[src/rtl/hash_func_pkg.sv]
`default_nettype none
// ============================================================================
//  Module      : hash_func_pkg
//  Description : Shared constants and state encoding for the two-hash
//                generator (hash_func) and its sequential divider.
//  Revision    : 1.0 - initial release
// ============================================================================
package hash_func_pkg;

    // Default datapath widths
    localparam int DEF_KEY_W  = 32;
    localparam int DEF_HASH_W = 32;

    // Default moduli for the two hash functions
    localparam int DEF_MOD1 = 11;
    localparam int DEF_MOD2 = 11;

    // Moduli are below 2^16, so a shifted partial remainder (< 2*MOD)
    // always fits in 17 bits.
    localparam int REM_W = 17;

    // Controller state encoding
    typedef logic [1:0] state_t;
    localparam logic [1:0] S_IDLE = 2'd0;
    localparam logic [1:0] S_DIV1 = 2'd1;
    localparam logic [1:0] S_DIV2 = 2'd2;
    localparam logic [1:0] S_DONE = 2'd3;

endpackage
`default_nettype wire

[src/rtl/hash_func_if.sv]
`default_nettype none
// ============================================================================
//  Module      : hash_func_if
//  Description : Key-in / hash-out valid-ready bundle for hash_func.
//                key_is_empty exists only when HASH_FUNC_EMPTY_FLAG_EN is
//                defined.
//  Revision    : 1.0 - initial release
// ============================================================================
interface hash_func_if
    import hash_func_pkg::*;
#(
    parameter int KEY_W  = DEF_KEY_W,
    parameter int HASH_W = DEF_HASH_W
);
    logic              in_valid;
    logic              in_ready;
    logic [KEY_W-1:0]  key;
    logic              out_valid;
    logic              out_ready;
    logic [HASH_W-1:0] hash1;
    logic [HASH_W-1:0] hash2;
`ifdef HASH_FUNC_EMPTY_FLAG_EN
    logic              key_is_empty;

    modport master (
        output in_valid, key, out_ready,
        input  in_ready, out_valid, hash1, hash2, key_is_empty
    );
    modport slave (
        input  in_valid, key, out_ready,
        output in_ready, out_valid, hash1, hash2, key_is_empty
    );
`else
    modport master (
        output in_valid, key, out_ready,
        input  in_ready, out_valid, hash1, hash2
    );
    modport slave (
        input  in_valid, key, out_ready,
        output in_ready, out_valid, hash1, hash2
    );
`endif
endinterface
`default_nettype wire

[src/rtl/hash_func_seq_mod_div.sv]
`default_nettype none
// ============================================================================
//  Module      : seq_mod_div
//  Description : 1-bit-per-cycle restoring divider, MSB first. start loads a
//                new dividend/divisor (and has priority over stepping, so a
//                new division may be chained on the done cycle). done is high
//                during the final step; quotient/remainder then show the
//                result that step produces.
//  Revision    : 1.0 - initial release
// ============================================================================
module seq_mod_div
    import hash_func_pkg::*;
#(
    parameter int DIV_W = DEF_KEY_W
) (
    input  wire logic             clk,
    input  wire logic             rst,
    input  wire logic             start,
    input  wire logic [DIV_W-1:0] dividend,
    input  wire logic [REM_W-1:0] divisor,
    output logic                  done,
    output logic [DIV_W-1:0]      quotient,
    output logic [REM_W-1:0]      remainder
);
    localparam int              CNT_W     = $clog2(DIV_W);
    localparam logic [CNT_W-1:0] LAST_STEP = CNT_W'(DIV_W - 1);

    // Stored remainder is always below the divisor (< 2^16), one bit
    // narrower than the shifted partial remainder.
    logic [REM_W-2:0] rem_q, rem_d;
    logic [REM_W-1:0] dsr_q, dsr_d;
    logic [DIV_W-1:0] dvd_q, dvd_d;
    logic [CNT_W-1:0] cnt_q, cnt_d;
    logic             busy_q, busy_d;

    logic [REM_W-1:0] rem_shift;
    logic [REM_W-1:0] rem_step;
    logic             q_bit;

    // One restoring step: shift in next dividend bit, subtract if it fits
    always_comb begin
        rem_shift = {rem_q, dvd_q[DIV_W-1]};
        q_bit     = (rem_shift >= dsr_q);
        rem_step  = q_bit ? (rem_shift - dsr_q) : rem_shift;
        quotient  = {dvd_q[DIV_W-2:0], q_bit};
        remainder = rem_step;
        done      = busy_q && (cnt_q == LAST_STEP);
    end

    // Next-state: load on start, otherwise advance while busy
    always_comb begin
        rem_d  = rem_q;
        dsr_d  = dsr_q;
        dvd_d  = dvd_q;
        cnt_d  = cnt_q;
        busy_d = busy_q;
        if (start) begin
            rem_d  = '0;
            dsr_d  = divisor;
            dvd_d  = dividend;
            cnt_d  = '0;
            busy_d = 1'b1;
        end else if (busy_q) begin
            rem_d = rem_step[REM_W-2:0];
            dvd_d = quotient;
            cnt_d = cnt_q + 1'b1;
            if (done) begin
                busy_d = 1'b0;
            end
        end
    end

    // Divider registers with synchronous reset
    always_ff @(posedge clk) begin
        if (rst) begin
            rem_q  <= '0;
            dsr_q  <= '0;
            dvd_q  <= '0;
            cnt_q  <= '0;
            busy_q <= 1'b0;
        end else begin
            rem_q  <= rem_d;
            dsr_q  <= dsr_d;
            dvd_q  <= dvd_d;
            cnt_q  <= cnt_d;
            busy_q <= busy_d;
        end
    end

endmodule
`default_nettype wire

[src/rtl/hash_func.sv]
`default_nettype none
// ============================================================================
//  Module      : hash_func
//  Description : Iterative two-hash generator for the cuckoo store.
//                hash1 = key mod MOD1, hash2 = (key div MOD1) mod MOD2,
//                computed by one shared sequential divider, 2*KEY_W edges
//                from accept to out_valid. One key in flight at a time.
//                Optional feature macro: HASH_FUNC_EMPTY_FLAG_EN adds
//                key_is_empty (accepted key was the empty-slot marker 0).
//  Revision    : 1.0 - initial release
// ============================================================================
module hash_func
    import hash_func_pkg::*;
#(
    parameter int KEY_W  = DEF_KEY_W,
    parameter int HASH_W = DEF_HASH_W,
    parameter int MOD1   = DEF_MOD1,
    parameter int MOD2   = DEF_MOD2
) (
    input  wire logic  clock,
    input  wire logic  reset,
    hash_func_if.slave bus
);
    localparam logic [REM_W-1:0] MOD1_C = REM_W'(MOD1);
    localparam logic [REM_W-1:0] MOD2_C = REM_W'(MOD2);

    state_t            state_q, state_d;
    logic [REM_W-1:0]  r1_q, r1_d;
    logic [HASH_W-1:0] hash1_q, hash1_d;
    logic [HASH_W-1:0] hash2_q, hash2_d;

    logic              div_start;
    logic [KEY_W-1:0]  div_dividend;
    logic [REM_W-1:0]  div_divisor;
    logic              div_done;
    logic [KEY_W-1:0]  div_quo;
    logic [REM_W-1:0]  div_rem;

    seq_mod_div #(
        .DIV_W (KEY_W)
    ) u_div (
        .clk       (clock),
        .rst       (reset),
        .start     (div_start),
        .dividend  (div_dividend),
        .divisor   (div_divisor),
        .done      (div_done),
        .quotient  (div_quo),
        .remainder (div_rem)
    );

    // Controller: accept key, chain the second division on the quotient
    always_comb begin
        state_d      = state_q;
        r1_d         = r1_q;
        hash1_d      = hash1_q;
        hash2_d      = hash2_q;
        div_start    = 1'b0;
        div_dividend = bus.key;
        div_divisor  = MOD1_C;
        case (state_q)
            S_IDLE: begin
                if (bus.in_valid) begin
                    div_start = 1'b1;
                    state_d   = S_DIV1;
                end
            end
            S_DIV1: begin
                if (div_done) begin
                    r1_d         = div_rem;
                    div_start    = 1'b1;
                    div_dividend = div_quo;
                    div_divisor  = MOD2_C;
                    state_d      = S_DIV2;
                end
            end
            S_DIV2: begin
                if (div_done) begin
                    hash1_d = HASH_W'(r1_q);
                    hash2_d = HASH_W'(div_rem);
                    state_d = S_DONE;
                end
            end
            S_DONE: begin
                if (bus.out_ready) begin
                    state_d = S_IDLE;
                end
            end
            default: state_d = S_IDLE;
        endcase
    end

    // Controller and result registers with synchronous reset
    always_ff @(posedge clock) begin
        if (reset) begin
            state_q <= S_IDLE;
            r1_q    <= '0;
            hash1_q <= '0;
            hash2_q <= '0;
        end else begin
            state_q <= state_d;
            r1_q    <= r1_d;
            hash1_q <= hash1_d;
            hash2_q <= hash2_d;
        end
    end

    assign bus.in_ready  = (state_q == S_IDLE);
    assign bus.out_valid = (state_q == S_DONE);
    assign bus.hash1     = hash1_q;
    assign bus.hash2     = hash2_q;

`ifdef HASH_FUNC_EMPTY_FLAG_EN
    logic key_zero_q, key_zero_d;
    logic empty_q, empty_d;

    // Remember a zero key at accept; raise the flag alongside out_valid
    always_comb begin
        key_zero_d = key_zero_q;
        empty_d    = empty_q;
        if (state_q == S_IDLE && bus.in_valid) begin
            key_zero_d = (bus.key == '0);
        end
        if (state_q == S_DIV2 && div_done) begin
            empty_d = key_zero_q;
        end
        if (state_q == S_DONE && bus.out_ready) begin
            empty_d = 1'b0;
        end
    end

    // Empty-flag registers with synchronous reset
    always_ff @(posedge clock) begin
        if (reset) begin
            key_zero_q <= 1'b0;
            empty_q    <= 1'b0;
        end else begin
            key_zero_q <= key_zero_d;
            empty_q    <= empty_d;
        end
    end

    assign bus.key_is_empty = empty_q;
`endif

endmodule
`default_nettype wire

[src/flat_wrapper.sv]
// flat-port wrapper written by rule: the top's interface ports become plain ports
module hash_func_flat import hash_func_pkg::*;
#(
    parameter int KEY_W  = DEF_KEY_W,
    parameter int HASH_W = DEF_HASH_W,
    parameter int MOD1   = DEF_MOD1,
    parameter int MOD2   = DEF_MOD2
)
  (clock, reset, bus_in_valid, bus_key, bus_out_ready, bus_in_ready, bus_out_valid, bus_hash1, bus_hash2);
  hash_func_if #(.KEY_W(KEY_W), .HASH_W(HASH_W)) bus_i ();
  input  wire logic clock;
  input  wire logic reset;
  input wire logic [$bits(bus_i.in_valid)-1:0] bus_in_valid;
  input wire logic [$bits(bus_i.key)-1:0] bus_key;
  input wire logic [$bits(bus_i.out_ready)-1:0] bus_out_ready;
  output wire logic [$bits(bus_i.in_ready)-1:0] bus_in_ready;
  output wire logic [$bits(bus_i.out_valid)-1:0] bus_out_valid;
  output wire logic [$bits(bus_i.hash1)-1:0] bus_hash1;
  output wire logic [$bits(bus_i.hash2)-1:0] bus_hash2;
  assign bus_i.in_valid = bus_in_valid;
  assign bus_i.key = bus_key;
  assign bus_i.out_ready = bus_out_ready;
  assign bus_in_ready = bus_i.in_ready;
  assign bus_out_valid = bus_i.out_valid;
  assign bus_hash1 = bus_i.hash1;
  assign bus_hash2 = bus_i.hash2;
  hash_func #(.KEY_W(KEY_W), .HASH_W(HASH_W), .MOD1(MOD1), .MOD2(MOD2)) u_core (.clock(clock), .reset(reset), .bus(bus_i));
endmodule
[config.mk]
export PLATFORM = sky130hd
export DESIGN_NAME = hash_func_flat
export DESIGN_NICKNAME = d
export VERILOG_FILES = /design/src/rtl/hash_func_pkg.sv /design/src/rtl/hash_func_if.sv /design/src/rtl/hash_func_seq_mod_div.sv /design/src/rtl/hash_func.sv /design/src/flat_wrapper.sv
export SDC_FILE = /design/constraint.sdc
export NUM_CORES = 1
export LEC_CHECK = 0
export ABC_AREA = 0
export CAP_MARGIN = 20
export CORE_MARGIN = 3
export CORE_UTILIZATION = 35
export DETAILED_ROUTE_END_ITERATION = 10
export PLACE_DENSITY = 0.64
export SLEW_MARGIN = 15
export SYNTH_ARGS = -nofsm -noshare
export SYNTH_HDL_FRONTEND = slang
export SYNTH_HIERARCHICAL = 1
export SYNTH_SLANG_ARGS = --single-unit
[constraint.sdc]
create_clock -name clock -period 6.2 [get_ports clock]
set_input_delay 1.24 -clock clock [delete_from_list [all_inputs] [get_ports clock]]
set_output_delay 1.24 -clock clock [all_outputs]
set_load 0.05 [all_outputs]
After elaboration in Yosys (flattened, before gate mapping). Index checks and enable logic that the tools add are counted.

$add $sub $neg: 2. Order comparisons: 1. Eq/ne operators: 8. Muxes and demuxes: 16. Reduce and logical (&&, ||, !) cells: 7.

Operators by type and width (count): 32-bit two-way mux (4); 17-bit by 4-bit >= comparator with 1-bit output (1); 17-bit two-way mux (1); 17-bit by 4-bit subtractor with 17-bit output (1); 2-bit two-way mux (4); 2-bit one-hot mux with 4 select lines (1); 5-bit by 1-bit adder with 5-bit output (second input constant) (1); 5-bit equality test (second input constant) (1); 1-bit two-way mux (5); 2-bit equality test (second input constant) (2); 2-bit by 1-bit inequality test with 1-bit output (second input constant) (2); 2-bit inequality test (second input constant) (2); 2-bit AND reduction (2); 4-bit AND reduction (1); 2-bit by 1-bit equality test with 1-bit output (second input constant) (1); 2-bit logical NOT (1); 1-bit one-hot mux with 2 select lines (1); 2-bit nonzero test (1); 2-bit OR reduction (1); 1-bit logical AND (1).

Register bits: 108. Bits of input ports: 36. Output and inout port bits: 66.

Longest topological paths before layout. Gate-level depths: netlist of the first run.

Word-level depth: 5. Mapped depth: 14.

Modules after synthesis. Netlist of the first run, hierarchy kept.

By module, submodules not included: seq_mod_div (times used 1, cells each 510, area an instance 4206.5 µm²); hash_func (times used 1, cells each 381, area an instance 2605.0 µm²).

Worst setup path before layout of the first run. No wires, ideal clock.

Path type: reg-to-reg. Start: reg u_core.u_div.cnt_q[0]. End: reg u_core/u_div/dsr_q[16] (netlist name). Library setup time: 0.128 ns. Arrival time: 2.391 ns. Slack: 3.682 ns. Cell stages (with the launch flop): 13. Path buffers: 3. Clock period less this slack: 2.518 ns. Cell sequence: dfxtp_1 ha_1 and3_1 ha_1 inv_1 nor2_1 nand2_1 clkbuf_1 nand2_1 clkbuf_1 clkbuf_1 mux2i_1 nor2_1.

RTL lines: start, declared (RTL line hash_func_seq_mod_div.sv:33) `logic [CNT_W-1:0] cnt_q, cnt_d;`; start signal, assigned (RTL line hash_func_seq_mod_div.sv:85) `cnt_q <= cnt_d;`.

Worst setup path after layout of the first run.
Start: reg u_core.u_div.busy_q. End: reg u_core.u_div.dvd_q[5].

Cells in the longest elaborated chain, start to end: 4. Elaborated cells between the ends (all ways): 7. Classes of those cells: mux (5); reduce/logical (2).

Ends and longest elaborated chain: start, declared (RTL line hash_func_seq_mod_div.sv:34) `logic busy_q, busy_d;`; start signal, assigned (RTL line hash_func_seq_mod_div.sv:86) `busy_q <= busy_d;`; 1-bit logical AND * (RTL line hash_func_seq_mod_div.sv:47) `done = busy_q && (cnt_q == LAST_STEP);`; via u_core.div_done (RTL line hash_func.sv:35) `logic div_done;`; 1-bit two-way mux * (RTL line hash_func.sv:69) `if (div_done) begin`; 1-bit one-hot mux with 2 select lines * (RTL line hash_func.sv:61) `case (state_q)`; via u_core.div_start (RTL line hash_func.sv:32) `logic div_start;`; 32-bit two-way mux or 2-bit nonzero test (tied branches); end signal, assigned (RTL line hash_func_seq_mod_div.sv:84) `dvd_q <= dvd_d;`; end, declared (RTL line hash_func_seq_mod_div.sv:32) `logic [DIV_W-1:0] dvd_q, dvd_d;`.

Mark *: on every way through the listed nets, which the timed path passes. The rest lies on a longest branch. A chain may end at the register's enable or synchronous reset.

==> results_dict.tcl, run 1 <==
set metrics [dict create \
    grt_max_degree 75 \
    rows 50 \
    die_w_um 145.5 \
    cts_hold_buf 0 \
    finalSetupViolations 0 \
    place_ws_ns 3.043 \
    postCtsSetupRepairBufs 0 \
    crit_slowest_cell "buf_4" \
    outcome "finished, final reports clean" \
    fill_cells 1953 \
    grt_antenna_before_repair 0 \
    fin_nets 980 \
    wl_per_cell_um 12.36 \
    gp_congestion 0.8766 \
    layout_commonest_cell "nand2_1" \
    fp.dieH_um 145.5 \
    synthAdderAreaFrac 0.04702 \
    io_pins 102 \
    firstDrtPassIters 5 \
    port_buffers 71 \
    clk_latency_ns 0.41 \
    min_period_ns 3.173 \
    p_leak_uw 0.003253 \
    worstPathCellList "clkinv_1 -> nor2_1 -> nand2_1 -> buf_4 -> nand2_2 -> buf_4 -> nor2_1 -> a21oi_1 -> nor2_1" \
    holdCritPathClass "reg2reg" \
    cts_resized 0 \
    grt_setup_unrepaired "no" \
    synthCells 891 \
    synth-simple-area-share 0.2169 \
    drtIter0Drc 326 \
    syn-cell-area_um2 6812 \
    critical_path_class "reg2reg" \
    cts.sinks 124 \
    yosys_warnings 6 \
    clk_pin_slew_ns 0.06 \
    arrival_ns 3.46 \
    maxCapViolations 0 \
    syn2layout_area_growth_pct 17.12 \
    drive_gt1_frac 0.05794 \
    dpl.hpwl_mm 9.702 \
    drc_errors 0 \
    cts_buffer_depth 2 \
    max_freq_mhz 315.2 \
    post-route-period-util 0.5117 \
    setup_tns_ns 0 \
    start_kind "flop" \
    cellPowerDensity_nw_per_um2 420.6 \
    cts_root_buffer "clkbuf_16" \
    async_flop_share 0 \
    antennaDiodeCount 0 \
    ys.flop_type "dfxtp_1" \
    hold_viol_final 0 \
    relSlewSlack 0.4462 \
    seq_area_frac_synth 0.3644 \
    synth_top_family_by_area "simple AND/OR/NAND/NOR gates" \
    synth_seq_cells 124 \
    fin_ws_ns 3.027 \
    worst_setup_path_end_kind "flop" \
    slew_violations 0 \
    cts_max_level 4 \
    critical-path-max-stage-delay_ns 0.67 \
    synthXorXnorAreaFrac 0.01800 \
    synth_compound_area_frac 0.1365 \
    tightestPinTransition_ns 0.8276 \
    layout_common_cells "217 x nand2_1, 123 x dfxtp_1, 113 x nor2_1" \
    cts_buffers 17 \
    core_area_um2 18890 \
    dieArea_um2 21170 \
    routed_via_density 4.621 \
    via_count 5508 \
    synth-edff-count 0 \
    muxShareOfSynthArea 0.09533 \
    crit_required_ns 6.48 \
    syn-mean-instance-area_um2 7.645 \
    route.antenna.remaining_nets 0 \
    grt-ovfl-total 0 \
    crit_fanout 74 \
    start_util 0.3605 \
    cpMostUsedCell "nor2_1" \
    drt-total-wl_mm 14.73 \
    max-vdd-ir-drop_v 0.0002206 \
    skew_ns 0.006440 \
    tritoncts "built" \
    netlist-cell-type-count 58 \
    grt_pass1_vias 5165 \
    grt_pass1_wl_mm 24.79 \
    track_usage 0.1393 \
    hold_ws_ns 0.4519 \
]
cells in the mapped netlist (5+ instances only):
master    instances  area [um^2]
nor3_1            5        25.02
clkbuf_1         26        97.59
buf_6             5        56.30
buf_1             6        22.52
dfxtp_1         124         2482
buf_2            10        50.05
xnor2_1           8        70.07
xor2_1            6        52.55
a21o_1            5        37.54
o21a_1           11        82.58
mux2i_1          54        540.5
nor2_1          113        424.2
nand4_1           5        31.28
o21ai_1           5        25.02
a21oi_1          97        485.5
ha_1             24        300.3
nand2_1         219        822.0
mux2_1            5        56.30
nand2b_1          8        50.05
buf_4            64        480.5
o21ai_0           8        40.04
inv_1            24        90.09
worst max-delay path, delay by kind of cell (launching register included):
family	cells	cell delay [ns]
AOI/OAI and AO/OA	1	0.16
and+or+nand+nor	5	1.04
buffers and inverters	3	1.47
DFF	1	0.32
layout make-up:
type | count | area, um^2 | area share
inverters | 26 | 100.1 | 0.01255
flip-flops and latches | 124 | 2484 | 0.3113
repair buffers | 76 | 745.7 | 0.09348
clock buffers | 19 | 452.9 | 0.05678
clock inverters | 13 | 187.7 | 0.02353
well taps | 260 | 325.3 | 0.04078
multi-input cells | 674 | 3682 | 0.4616
per-stage QoR:
step / area (um^2) / util / power (uW) / instances
3_5_place_dp: 7333 / 0.3881 / 2292 / 1160
4_1_cts: 7974 / 0.4221 / 3378 / 1192
5_1_grt: 7978 / 0.4223 / 3575 / 1192
3_3_place_gp: 7333 / 0.3881 / 2283 / 1160
6_report: 7978 / 0.4223 / 3355 / 1192
2_1_floorplan: 6980 / - / 2102 / 936
kinds of logic (layout without fill, tap and decap cells):
group / Yosys count / in the layout
xor gates and xnor gates: 14 / 14
other: 2 / 47
buffers and inverters: 138 / 134
and+or+nand+nor: 370 / 370
adders and majority gates: 25 / 25
muxes: 63 / 63
DFF: 124 / 124
AOI/OAI and AO/OA: 155 / 155
power breakdown:
part	internal (uW)	switching (uW)
Clock	696	372
Combinational	518	818
Sequential	887	63.8
Total	2100	1250
routing by layer:
metal | part of all wire | global-route usage | vias to the layer above
met5 | 0 | 0 | -
met4 | 0.011 | 0.04036 | 0
met3 | 0.045 | 0.03519 | 14
met2 | 0.46 | 0.2293 | 125
met1 | 0.48 | 0.1815 | 2490
li1 | - | - | 2879
flip-flops by register name, indices dropped and copies added, names as in the netlist:
| register | count |
|---|---|
| u_core/u_div/dvd_q | 32 |
| u_core/bus.hash1 | 17 |
| u_core/bus.hash2 | 17 |
| u_core/r1_q | 17 |
| u_core/u_div/dsr_q | 17 |
| u_core/u_div/rem_q | 16 |
| u_core/u_div/cnt_q | 5 |
| u_core/state_q | 2 |
| u_core/u_div/busy_q | 1 |
path summary, 6_finish.rpt:
path,start,to,slack (ns),cells past startpoint
worst max-delay path,u_core/u_div/busy_q,u_core/u_div/dvd_q[5],3.03,9
worst min-delay path,u_core/bus.hash2[10],u_core/bus.hash2[10],0.45,2
worst max register to register,u_core/u_div/busy_q,u_core/u_div/dvd_q[5],3.03,9
worst min register to register,u_core/bus.hash2[10],u_core/bus.hash2[10],0.45,2
No activity file was read; power rests on OpenSTA's default activity.
==> run 2: changes to the inputs <==
--- a/config.mk
+++ b/config.mk
@@ -10,7 +10,7 @@
 export CORE_MARGIN = 3
 export CORE_UTILIZATION = 35
 export DETAILED_ROUTE_END_ITERATION = 10
-export PLACE_DENSITY = 0.64
+export PLACE_DENSITY = 0.66
 export SLEW_MARGIN = 15
 export SYNTH_ARGS = -nofsm -noshare
 export SYNTH_HDL_FRONTEND = slang
==> constraint.sdc (replaced) <==
create_clock -name clock -period 2.8 [get_ports clock]
set_input_delay 0.56 -clock clock [delete_from_list [all_inputs] [get_ports clock]]
set_output_delay 0.56 -clock clock [all_outputs]
set_load 0.05 [all_outputs]
==> run 2 against run 1 <==
Compared with the run above:
- utilization increased by 0.079 points
- first-iteration DRC count up 6.7%
- die area is the same
- clock power grew 88%
- register-to-register slack worse by 2.9 ns
- flip-flop and latch count did not move
- clock-buffer cell count rose by 1
- clock skew about the same
- hold slack lost 0.00067 ns
- critical path type unchanged
- largest cell class unchanged
- highest routed layer unchanged
==> results_dict.tcl, run 2 (same netlist as run 1, synthesis figures left out) <==
set metrics [dict create \
    slew_violations 0 \
    via_count 5622 \
    crit_required_ns 3.10 \
    fin_util 0.4230 \
    grt_setup_unrepaired "yes" \
    switching_share 0.3902 \
    hold_ws_ns 0.4512 \
    max_freq_mhz 380.0 \
    clk_latency_ns 0.41 \
    cts_buffers 17 \
    intPower_uw 4400 \
    wl_per_cell_um 12.35 \
    drt-total-wl_mm 14.85 \
    worst_setup_path_end_kind "flop" \
    crit_fanout 17 \
    cts_max_level 4 \
    post-route-period-util 0.9399 \
    largest_register_ff_count 32 \
    maxCapViolations 0 \
    rows 50 \
    cts_root_buffer "clkbuf_16" \
    skew_ns 0.006764 \
    drive_gt1_frac 0.06787 \
    reg2reg_from "u_core/u_div/dsr_q[1]" \
    tritoncts "built" \
    fp.dieH_um 145.5 \
    placed_area_um2 7428 \
    core_area_um2 18890 \
    hold_viol_final 0 \
    dieArea_um2 21170 \
    combPwrFrac 0.429 \
    p_sw_uw 2815 \
    worstPathCellList "inv_1 -> ha_1 -> nand2b_1 -> a21oi_2 -> nor2_1 -> o41a_1 -> o22a_4 -> inv_6 -> mux2_1 -> o211a_1" \
    relSlewSlack 0.4584 \
    clk_pin_slew_ns 0.06 \
    power_frac_seq 0.292 \
    tightestPinTransition_ns 0.8124 \
    grt_pass1_vias 5202 \
    layout_commonest_cell "nand2_1" \
    min_period_ns 2.632 \
    min-delay-start "u_core/bus.hash1[9]" \
    clkPwrFrac 0.279 \
    firstDrtPassIters 7 \
    final_cells 1203 \
    grt_pass1_wl_mm 24.84 \
    postCtsSetupRepairBufs 0 \
    arrival_ns 2.94 \
    finalPower_uw 7215 \
    track_usage 0.1391 \
    cellPowerDensity_nw_per_um2 902.7 \
    cts.sinks 124 \
    layout_common_cells "218 x nand2_1, 123 x dfxtp_1, 113 x nor2_1" \
    holdCritPathClass "reg2reg" \
    dpl.hpwl_mm 9.957 \
    max-vdd-ir-drop_v 0.0005041 \
    grt-ovfl-total 0 \
    fill_cells 1945 \
    critical_path_class "reg2reg" \
    finalSetupViolations 0 \
    cts_buffer_depth 2 \
    drc_errors 0 \
    start_util 0.3605 \
    p_leak_uw 0.003262 \
    routed_via_density 4.673 \
    start_kind "flop" \
    io_pins 102 \
    drtIter0Drc 348 \
    outcome "finished, final reports clean" \
    cp-startpoint "u_core/u_div/dsr_q[1]" \
    grt_max_degree 62 \
    gp_congestion 0.8870 \
    syn2layout_area_growth_pct 17.34 \
    port_buffers 71 \
    antennaDiodeCount 0 \
    dp.cells 1171 \
    critical-path-max-stage-delay_ns 0.38 \
    crit_slowest_cell "dfxtp_1" \
    route.antenna.remaining_nets 0 \
    grt_antenna_before_repair 0 \
    top_register "u_core/u_div/dvd_q" \
    fin_nets 991 \
    finish.instance_area_um2 7993 \
    die_w_um 145.5 \
]
## run 2: changes by cell type in the layout (fill, tap and decap cells not counted), sizes merged
cell,change
buf,+11
inv,-1
clkinv,+3
clkbuf,+1
bufinv,-4
clkinvlp,+1
## run 2: critical path, delay by kind of cell (launching register included)
family / cells / cell delay (ns)
AOI/OAI and AO/OA: 4 / 1.02
DFF: 1 / 0.38
buffers and inverters: 2 / 0.24
and+or+nand+nor: 2 / 0.19
adders and majority gates: 1 / 0.31
muxes: 1 / 0.38
## run 2: area by class of cell
| class | count | area, um^2 | share of cell area |
|---|---|---|---|
| Clock inverter | 12 | 92.59 | 0.01158 |
| Sequential cell | 124 | 2484 | 0.3107 |
| Tap cell | 260 | 325.3 | 0.04070 |
| Multi-Input combinational cell | 674 | 3687 | 0.4613 |
| Timing Repair Buffer | 87 | 844.6 | 0.1057 |
| Clock buffer | 20 | 456.7 | 0.05714 |
| Inverter | 26 | 102.6 | 0.01284 |
## run 2: worst paths after layout
kind / cells past startpoint / end / slack (ns)
setup / recovery: 10 / u_core/u_div/rem_q[13] / 0.17
hold / removal: 2 / u_core/bus.hash1[9] / 0.45
setup reg to reg: 10 / u_core/u_div/rem_q[13] / 0.17
hold reg to reg: 2 / u_core/bus.hash1[9] / 0.45
## run 2: what timing repair did
item                       CTS  global route
setup endpoints to repair    0            31
hold buffers                 0             0
resized for setup            0             4
## run 2: layer usage
layer  up-vias  global-route usage  share of wire
met5         -                   0              0
met4         0             0.04748          0.013
met3        17             0.03395          0.048
met2       145              0.2307           0.47
met1      2545              0.1776           0.47
li1       2915                   -              -
## run 2: per-stage QoR
step / setup slack [ns] / setup TNS (ns)
2_1_floorplan: 0.2817 / 0
3_3_place_gp: 0.2054 / 0
3_5_place_dp: 0.1341 / 0
4_1_cts: 0.1201 / 0
5_1_grt: -0.01245 / -0.01245
6_report: 0.1682 / 0
## run 2: power by group through the flow
stage	sequential [uW]	clock (uW)	combinational [uW]
3_3_place_gp	2140	0	3000
2_1_floorplan	2100	0	2550
6_report	2110	2010	3100
5_1_grt	2130	2130	3420
3_5_place_dp	2140	0	3010
4_1_cts	2110	2060	3040
==> run 3: changes to the inputs <==
--- a/config.mk
+++ b/config.mk
@@ -7,10 +7,13 @@
 export LEC_CHECK = 0
 export ABC_AREA = 0
 export CAP_MARGIN = 20
+export CELL_PAD_IN_SITES_DETAIL_PLACEMENT = 0
+export CELL_PAD_IN_SITES_GLOBAL_PLACEMENT = 1
 export CORE_MARGIN = 3
 export CORE_UTILIZATION = 35
 export DETAILED_ROUTE_END_ITERATION = 10
-export PLACE_DENSITY = 0.66
+export PLACE_DENSITY = 0.83
+export SKIP_CTS_REPAIR_TIMING = 1
 export SLEW_MARGIN = 15
 export SYNTH_ARGS = -nofsm -noshare
 export SYNTH_HDL_FRONTEND = slang
==> run 3 against run 2 <==
Compared with the run above:
- routed wire length is 1.7% higher
- die area is the same
- clock-buffer cell count shrank 1
- first-iteration DRC count fell by 24%
- non-clock buffer count decreased by 1
- fmax down 0.25%
- flip-flop and latch count stayed put
- register-to-register slack about the same
- combinational power down 3%
- critical path type unchanged
- critical endpoint unchanged
==> results_dict.tcl, run 3 (same netlist as run 1, synthesis figures left out) <==
set metrics [dict create \
    cts_buffers 17 \
    p_leak_uw 0.003284 \
    combPwrFrac 0.407 \
    routed_via_density 4.649 \
    finalSetupViolations 0 \
    crit_slowest_cell "mux2_1" \
    fill_cells 2043 \
    intPower_uw 4628 \
    cts.sinks 124 \
    tritoncts "built" \
    slew_violations 0 \
    drc_errors 0 \
    seqCellArea_um2 2484 \
    drtIter0Drc 266 \
    via_count 5584 \
    maxCapViolations 0 \
    p_sw_uw 2791 \
    worst_setup_path_end_kind "flop" \
    firstDrtPassIters 4 \
    track_usage 0.1424 \
    clkPwrFrac 0.309 \
    cts_buffer_depth 2 \
    die_w_um 145.5 \
    drt-total-wl_mm 15.11 \
    max_freq_mhz 379.0 \
    largest_register_ff_count 32 \
    grt_antenna_before_repair 0 \
    start_util 0.3605 \
    gp_congestion 0.8522 \
    layout_common_cells "218 x nand2_1, 123 x dfxtp_1, 113 x nor2_1" \
    drive_gt1_frac 0.06589 \
    tightestPinTransition_ns 0.7894 \
    route.antenna.remaining_nets 0 \
    top_register "u_core/u_div/dvd_q" \
    post-route-period-util 0.9423 \
    power_frac_seq 0.284 \
    grt-ovfl-total 0 \
    critical_path.top_delay_family "compound AO/OA/AOI/OAI gates" \
    path_buf_inv 2 \
    port_buffers 71 \
    syn2layout_area_growth_pct 18.11 \
    wl_per_cell_um 12.58 \
    min_period_ns 2.638 \
    fp.dieH_um 145.5 \
    relSlewSlack 0.4737 \
    critical_path_class "reg2reg" \
    holdCritPathClass "reg2reg" \
    dpl.hpwl_mm 9.983 \
    critical-path-max-stage-delay_ns 0.39 \
    worstPathCellList "inv_1 -> ha_1 -> o211ai_1 -> a21oi_2 -> nor2_1 -> o41a_1 -> o22a_4 -> inv_6 -> mux2_1 -> o211a_1" \
    start_kind "flop" \
    outcome "finished, final reports clean" \
    clk_latency_ns 0.43 \
    cts_max_level 4 \
    arrival_ns 2.95 \
    hold_ws_ns 0.4504 \
    layout_commonest_cell "nand2_1" \
    cts_root_buffer "clkbuf_16" \
    clk_pin_slew_ns 0.06 \
    max-vdd-ir-drop_v 0.0004586 \
    multi_input_area_um2 3684 \
    dieArea_um2 21170 \
    core_area_um2 18890 \
    antennaDiodeCount 0 \
    io_pins 102 \
    fin_nets 990 \
    skew_ns 0.01030 \
    grt_pass1_vias 5203 \
    grt_max_degree 72 \
    crit_required_ns 3.11 \
    rows 50 \
    grt_pass1_wl_mm 25.07 \
    hold_viol_final 0 \
    crit_fanout 17 \
    cellPowerDensity_nw_per_um2 922.1 \
    setup_tns_ns 0 \
    switching_share 0.3761 \
    grt_setup_unrepaired "no" \
]
run 3: path summary, 6_finish.rpt:
| check | cells past startpoint | slack, ns | endpoint | startpoint |
|---|---|---|---|---|
| worst max-delay path | 10 | 0.16 | u_core/u_div/rem_q[13] | u_core/u_div/dsr_q[3] |
| worst min-delay path | 2 | 0.45 | u_core/bus.hash1[0] | u_core/r1_q[0] |
| worst max register to register | 10 | 0.16 | u_core/u_div/rem_q[13] | u_core/u_div/dsr_q[3] |
| worst min register to register | 2 | 0.45 | u_core/bus.hash1[0] | u_core/r1_q[0] |
run 3: cell type report:
class,instances,area share
flip-flops and latches,124,0.3087
clock inverters,12,0.02037
well taps,260,0.04044
clock buffers,19,0.05630
multi-input cells,674,0.4579
repair buffers,86,0.1036
inverters,26,0.01275
run 3: routing by layer:
| layer | vias up | wire [um] | global-route usage |
|---|---|---|---|
| met3 | 18 | 562 | 0.03332 |
| met4 | 0 | 207 | 0.05128 |
| met2 | 94 | 7381 | 0.2442 |
| met5 | - | 0 | 0 |
| li1 | 2910 | - | - |
| met1 | 2562 | 6959 | 0.1749 |
run 3: worst reg2reg max path: stages (launching register included):
cell	delay [ns]
dfxtp_1	0.34
inv_1	0.05
ha_1	0.36
o211ai_1	0.13
a21oi_2	0.18
nor2_1	0.10
o41a_1	0.37
o22a_4	0.23
inv_6	0.16
mux2_1	0.39
o211a_1	0.22
run 3: stage by stage:
| step | utilization | area, um^2 | worst slack (ns) | total power [uW] | instances |
|---|---|---|---|---|---|
| 2_1_floorplan | - | 6980 | 0.2817 | 4653 | 936 |
| 3_3_place_gp | 0.3928 | 7421 | 0.1949 | 5116 | 1170 |
| 3_5_place_dp | 0.3928 | 7421 | 0.1364 | 5120 | 1170 |
| 4_1_cts | 0.4254 | 8038 | 0.1260 | 7458 | 1201 |
| 5_1_grt | 0.4258 | 8045 | 0.002564 | 7897 | 1201 |
| 6_report | 0.4258 | 8045 | 0.1615 | 7419 | 1201 |
run 3: power groups by stage:
stage / Combinational [uW] / Sequential (uW) / Clock, uW
after floorplan: 2550 / 2100 / 0
after global placement: 2970 / 2140 / 0
after detailed placement: 2970 / 2150 / 0
after CTS: 3000 / 2110 / 2350
after global routing: 3340 / 2130 / 2430
final: 3020 / 2110 / 2290
